[config.mk]
export PLATFORM = sky130hd
export DESIGN_NAME = fix_session_arbiter
export DESIGN_NICKNAME = d
export VERILOG_FILES = /design/src/rtl/fix_session_arbiter.sv
export SDC_FILE = /design/constraint.sdc
export NUM_CORES = 1
export LEC_CHECK = 0
export ABC_AREA = 1
export BUFFER_PORTS_ARGS = -buffer_cell sky130_fd_sc_hd__buf_2
export CAP_MARGIN = 20
export CORE_AREA = 2 2 130 132
export CTS_BUF_LIST = sky130_fd_sc_hd__clkbuf_8
export DETAILED_ROUTE_END_ITERATION = 8
export DIE_AREA = 0 0 132 134
export PLACE_DENSITY = 0.61
export SYNTH_ARGS = -nofsm -noshare
export SYNTH_HDL_FRONTEND = slang
export SYNTH_SLANG_ARGS = --single-unit
[constraint.sdc]
create_clock -name clk -period 2 [get_ports clk]
set_input_delay 0.4 -clock clk [delete_from_list [all_inputs] [get_ports clk]]
set_output_delay 0.4 -clock clk [all_outputs]
set_load 0.05 [all_outputs]
[src/rtl/fix_session_arbiter.sv]
// Message-granular round-robin arbiter merging four session FIFOs onto one
// downstream serializer read port; a grant is held from header through last body word.
module fix_session_arbiter #(
  parameter int unsigned N_SRC = 4,
  parameter int unsigned LEN_W = 15
) (
  input  logic                  clk,
  input  logic                  rst,
  input  logic [N_SRC-1:0]      empty_i,
  input  logic [N_SRC*64-1:0]   data_i,
  output logic [N_SRC-1:0]      readreq_o,
  input  logic                  rd_req_i,
  output logic                  empty_o,
  output logic [63:0]           data_o,
  output logic [1:0]            grant_o,
  output logic                  busy_o
);

  localparam int unsigned DATA_W  = 64;
  localparam int unsigned ID_W    = 2;
  localparam int unsigned CNT_W   = 16;
  localparam int unsigned LEN_LSB = 4;

  typedef enum logic [1:0] {
    IDLE = 2'd0,
    HDR  = 2'd1,
    BODY = 2'd2
  } state_e;

  state_e              state_q, state_d;
  logic [ID_W-1:0]     grant_q, grant_d;
  logic [ID_W-1:0]     ptr_q, ptr_d;
  logic [CNT_W-1:0]    cnt_q, cnt_d;
  logic                busy_q, busy_d;

  logic [DATA_W-1:0]   data_sel;
  logic [CNT_W-1:0]    hdr_cnt;
  logic                found;
  logic [ID_W-1:0]     sel;
  logic [ID_W-1:0]     idx;
  logic                pop;

  assign data_sel = data_i[DATA_W*32'(grant_q) +: DATA_W];
  // Body word count: ceil(len/8), computed wide enough that len=32767 yields 4096.
  assign hdr_cnt  = (CNT_W'(data_sel[LEN_LSB +: LEN_W]) + CNT_W'(7)) >> 3;

  // Round-robin search starting one past the last granted source.
  always_comb begin
    found = 1'b0;
    sel   = '0;
    idx   = '0;
    for (int unsigned i = 1; i <= N_SRC; i++) begin
      idx = ptr_q + ID_W'(i);
      if (!found && !empty_i[idx]) begin
        found = 1'b1;
        sel   = idx;
      end
    end
  end

  // Next-state and read-path muxing.
  always_comb begin
    state_d   = state_q;
    grant_d   = grant_q;
    ptr_d     = ptr_q;
    cnt_d     = cnt_q;
    empty_o   = 1'b1;
    data_o    = '0;
    readreq_o = '0;
    pop       = 1'b0;

    case (state_q)
      IDLE: begin
        if (found) begin
          grant_d = sel;
          ptr_d   = sel;
          state_d = HDR;
        end
      end
      HDR, BODY: begin
        empty_o            = empty_i[grant_q];
        data_o             = data_sel;
        pop                = rd_req_i & ~empty_i[grant_q];
        readreq_o[grant_q] = pop;
        if (pop) begin
          if (state_q == HDR) begin
            if (hdr_cnt == '0) begin
              state_d = IDLE;
            end else begin
              cnt_d   = hdr_cnt;
              state_d = BODY;
            end
          end else begin
            cnt_d = cnt_q - CNT_W'(1);
            if (cnt_q == CNT_W'(1)) begin
              state_d = IDLE;
            end
          end
        end
      end
      default: state_d = IDLE;
    endcase

    busy_d = (state_d != IDLE);
  end

  always_ff @(posedge clk or posedge rst) begin
    if (rst) begin
      state_q <= IDLE;
      grant_q <= '0;
      ptr_q   <= ID_W'(N_SRC - 1);
      cnt_q   <= '0;
      busy_q  <= 1'b0;
    end else begin
      state_q <= state_d;
      grant_q <= grant_d;
      ptr_q   <= ptr_d;
      cnt_q   <= cnt_d;
      busy_q  <= busy_d;
    end
  end

  assign grant_o = grant_q;
  assign busy_o  = busy_q;

endmodule

==> summary.md <==
| Metric | Value |
|---|---|
| Outcome | `complete, but fails checks` |
| Violated checks | `negative setup slack` |
| Overall routing resource usage | `29.0%` |
| Clk Latency, worst-skew pair | `0.27 ns` |
| Crit end category | `register` |
| Yosys cell types | `39` |
| Overall die area | `17700 sq um` |
| Total CTS buffers | `3` |
| WL/cell | `19.3 um` |
| # rows | `47` |
| Via count | `7295` |
| DRT antenna net count | `0` |
| Gate Count Post-Synth | `717` |
| Minimum clock period | `2.65 ns` |
| Area grow syn2layout | `139%` |
| Commonest non-fill, non-tap cell in the layout | `buf_2` |
| Hold Buf Count CTS | `0` |
| Final hold viol count | `0` |
| Clock skew | `0.00593 ns` |
| Synthesized area | `4130 sq um` |
| Clock tree root driver cell | `clkbuf_8` |
| Die Height | `134 um` |
| Largest net degree at the start of global routing | `29` |
| F_max | `377 MHz` |
| Total grt overflow | `0` |
| Relative slew slack | `74.3%` |
| Core ar. | `16300 sq um` |
| Initial antenna violation count | `11` |
| R2R cell count | `20` |
| Starting density of the core | `25.3%` |
| Tightest Pin Transition | `0.385 ns` |
| Worst hold path type | `input port to asynchronous set/reset pin` |
| WP data arrival | `2.82 ns` |
| Port Buf Inserts | `334` |
| Vias/cell | `5.14` |
| Max_cap viols | `0` |
| Layout cell share with drive strength beyond 1 | `65.4%` |
| Initial DRT Pass Iterations | `5` |
| Io pins | `335` |
| Initial drt markers | `474` |
| Worst vdd ir | `1.43 mV` |
| Final period util | `133%` |
| Number of global-route vias before repair | `7055` |
| # nets final | `1462` |
| Total Wirelength | `27.4 mm` |
| First-pass GRT wire length | `40.0 mm` |
| Leak pwr | `4.58 nW` |
| Avg Cell Area, Syn | `5.76 sq um` |
| CP Max Fanout | `8` |
| Final GP Congestion | `0.947` |
| Synth area leaders | `nand2_1, a22oi_1, dfrtp_1, a21oi_1, nor2_1` |
| Required @ worst endpoint | `2.17 ns` |
| Synthesized flop and latch total | `23` |
| Hpwl dp | `20.1 mm` |
| RSZ-0062 raised after global routing | `true` |
| Max Slew Vio Count | `0` |
| Most frequent cells in the layout | `buf_2, nand2_1, buf_4` |
| CP startpoint kind | `register` |
| Final setup vio count | `88` |
| H-tree lvl count | `1` |
| Setup TNS Final | `-39.62 ns` |
| Worst Setup Slack, final | `-0.651 ns` |
| P per Cell Area | `2170 nW/um^2` |
| CTS tree | `yes` |
| Layout filler cell count | `1421` |
| Fin util | `60.7%` |
| Die Wd | `132 um` |
| Syn. warnings | `0` |
| Residual DRC | `0` |
| Sequential share of the synthesized area | `14.0%` |
| Clock Tree Buf Depth | `2` |
| Area leader, netlist | `nand2_1` |
| Clock transition at path regs | `0.09 ns` |
| Syn_nets | `985` |
| Clock sink total | `23` |
| CP cell instances | `buf_6 -> nor2_8 -> buf_6 -> nand2_2 -> nand2_2 -> nor2_4 -> nand3_4 -> nand2_2 -> inv_2 -> nand2_2 -> buf_6 -> nand2_4 -> nand3_4 -> nor2_4 -> nand3_4 -> nor2_4 -> buf_12 -> nor2_4 -> o21ai_2 -> nand2_1` |
| Top cell type's share of synthesized area | `18.2%` |
| CP Class | `register to register` |
| Worst path slowest cell | `dfrtp_2` |
| CP peak stage delay | `0.46 ns` |
-- flip-flops by register name (all words and copies together), names as in the netlist --
name,cells
state_q,2
busy_o,1
cnt_q,16
grant_o,2
ptr_q,2
-- cells in the mapped netlist, drive strengths merged --
| master | number |
|---|---|
| nand2 | 202 |
| a22oi | 99 |
| nor2 | 92 |
| nand3 | 60 |
| a21oi | 59 |
| inv | 57 |
| o21ai | 43 |
| clkbuf | 29 |
| dfrtp | 21 |
| buf | 19 |
| nor3 | 6 |
| xor2 | 6 |
| ha | 5 |
| nand4 | 3 |
| or2 | 3 |
| dfstp | 2 |
| nor4 | 2 |
| xnor2 | 2 |
| a211o | 1 |
| a31oi | 1 |
| o21a | 1 |
| o21bai | 1 |
| o22ai | 1 |
| o311ai | 1 |
| o31ai | 1 |
-- kinds of logic (layout without fill, tap and decap cells) --
logic type | after synthesis | count (layout) | synth area share [%]
xor+xnor | 8 | 8 | 1.70
compound gates | 208 | 208 | 32.8
simple gates | 368 | 371 | 38.2
flops | 23 | 23 | 14.0
fa+ha+maj | 5 | 5 | 1.52
other cells | 0 | 6 | 0
buf+inv | 105 | 578 | 11.8
-- worst max-delay path, delay by kind of cell (launching register included) --
| family | cells | cell delay (ns) |
|---|---|---|
| compound gates | 1 | 0.08 |
| buf+inv | 5 | 0.67 |
| flops | 1 | 0.46 |
| simple gates | 14 | 1.33 |
-- repair_timing --
action                     4_1_cts  5_1_grt
setup endpoints to repair       89       92
pin swaps                       49       61
resized for setup              298      107
cloned                          13        1
setup buffers                   40       17
-- stage by stage --
| stage | cells | cell area (sq um) | hold slack, ns | worst slack, ns | total power, W |
|---|---|---|---|---|---|
| floorplan | 717 | 4820 | 0.400 | -0.391 | 0.0108 |
| global placement | 1345 | 7690 | 0.406 | -0.748 | 0.0159 |
| detailed placement | 1345 | 7690 | 0.402 | -0.806 | 0.0160 |
| CTS | 1397 | 9360 | 0.107 | -0.590 | 0.0202 |
| global route | 1418 | 9880 | 0.125 | -0.824 | 0.0225 |
| finish | 1419 | 9880 | 0.100 | -0.651 | 0.0215 |
-- report_power, final --
group          switching, W  total, W  internal [W]
registers          0.000209  0.000907      0.000697
clock network      0.000159  0.000297      0.000137
logic                0.0115    0.0203       0.00879
total                0.0119    0.0215       0.00962
-- worst paths after layout --
check	from	to	slack, ns
setup / recovery	grant_o[0]	cnt_q[6]	-0.65
hold / removal	rst	grant_o[0]	0.10
setup reg to reg	grant_o[0]	cnt_q[6]	-0.65
hold reg to reg	cnt_q[14]	cnt_q[14]	0.53
max in group asynchronous	rst	cnt_q[13]	1.37
min in group clk	cnt_q[14]	cnt_q[14]	0.53
-- routing by layer --
| metal | part of all wire [%] | routed length, um | vias up | track usage, % |
|---|---|---|---|---|
| li1 | - | - | 3428 | - |
| met1 | 39 | 10700 | 3431 | 35.6 |
| met2 | 49 | 13400 | 346 | 49.4 |
| met3 | 8.3 | 2270 | 78 | 7.60 |
| met4 | 3.3 | 917 | 12 | 9.78 |
| met5 | 0.30 | 83 | - | 0 |
-- cell type report --
class / count / area, sq um / share of cell area (%)
antenna: 6 / 15.0 / 0.152
clock buffer: 3 / 41.3 / 0.418
clock inverter: 1 / 3.75 / 0.0380
inverter: 57 / 236 / 2.39
multi-input combinational: 592 / 4480 / 45.3
sequential: 23 / 581 / 5.87
tap: 220 / 275 / 2.79
timing repair buffer: 514 / 4230 / 42.8
timing repair inverter: 3 / 23.8 / 0.241
Power figures use the tool's default switching activity.
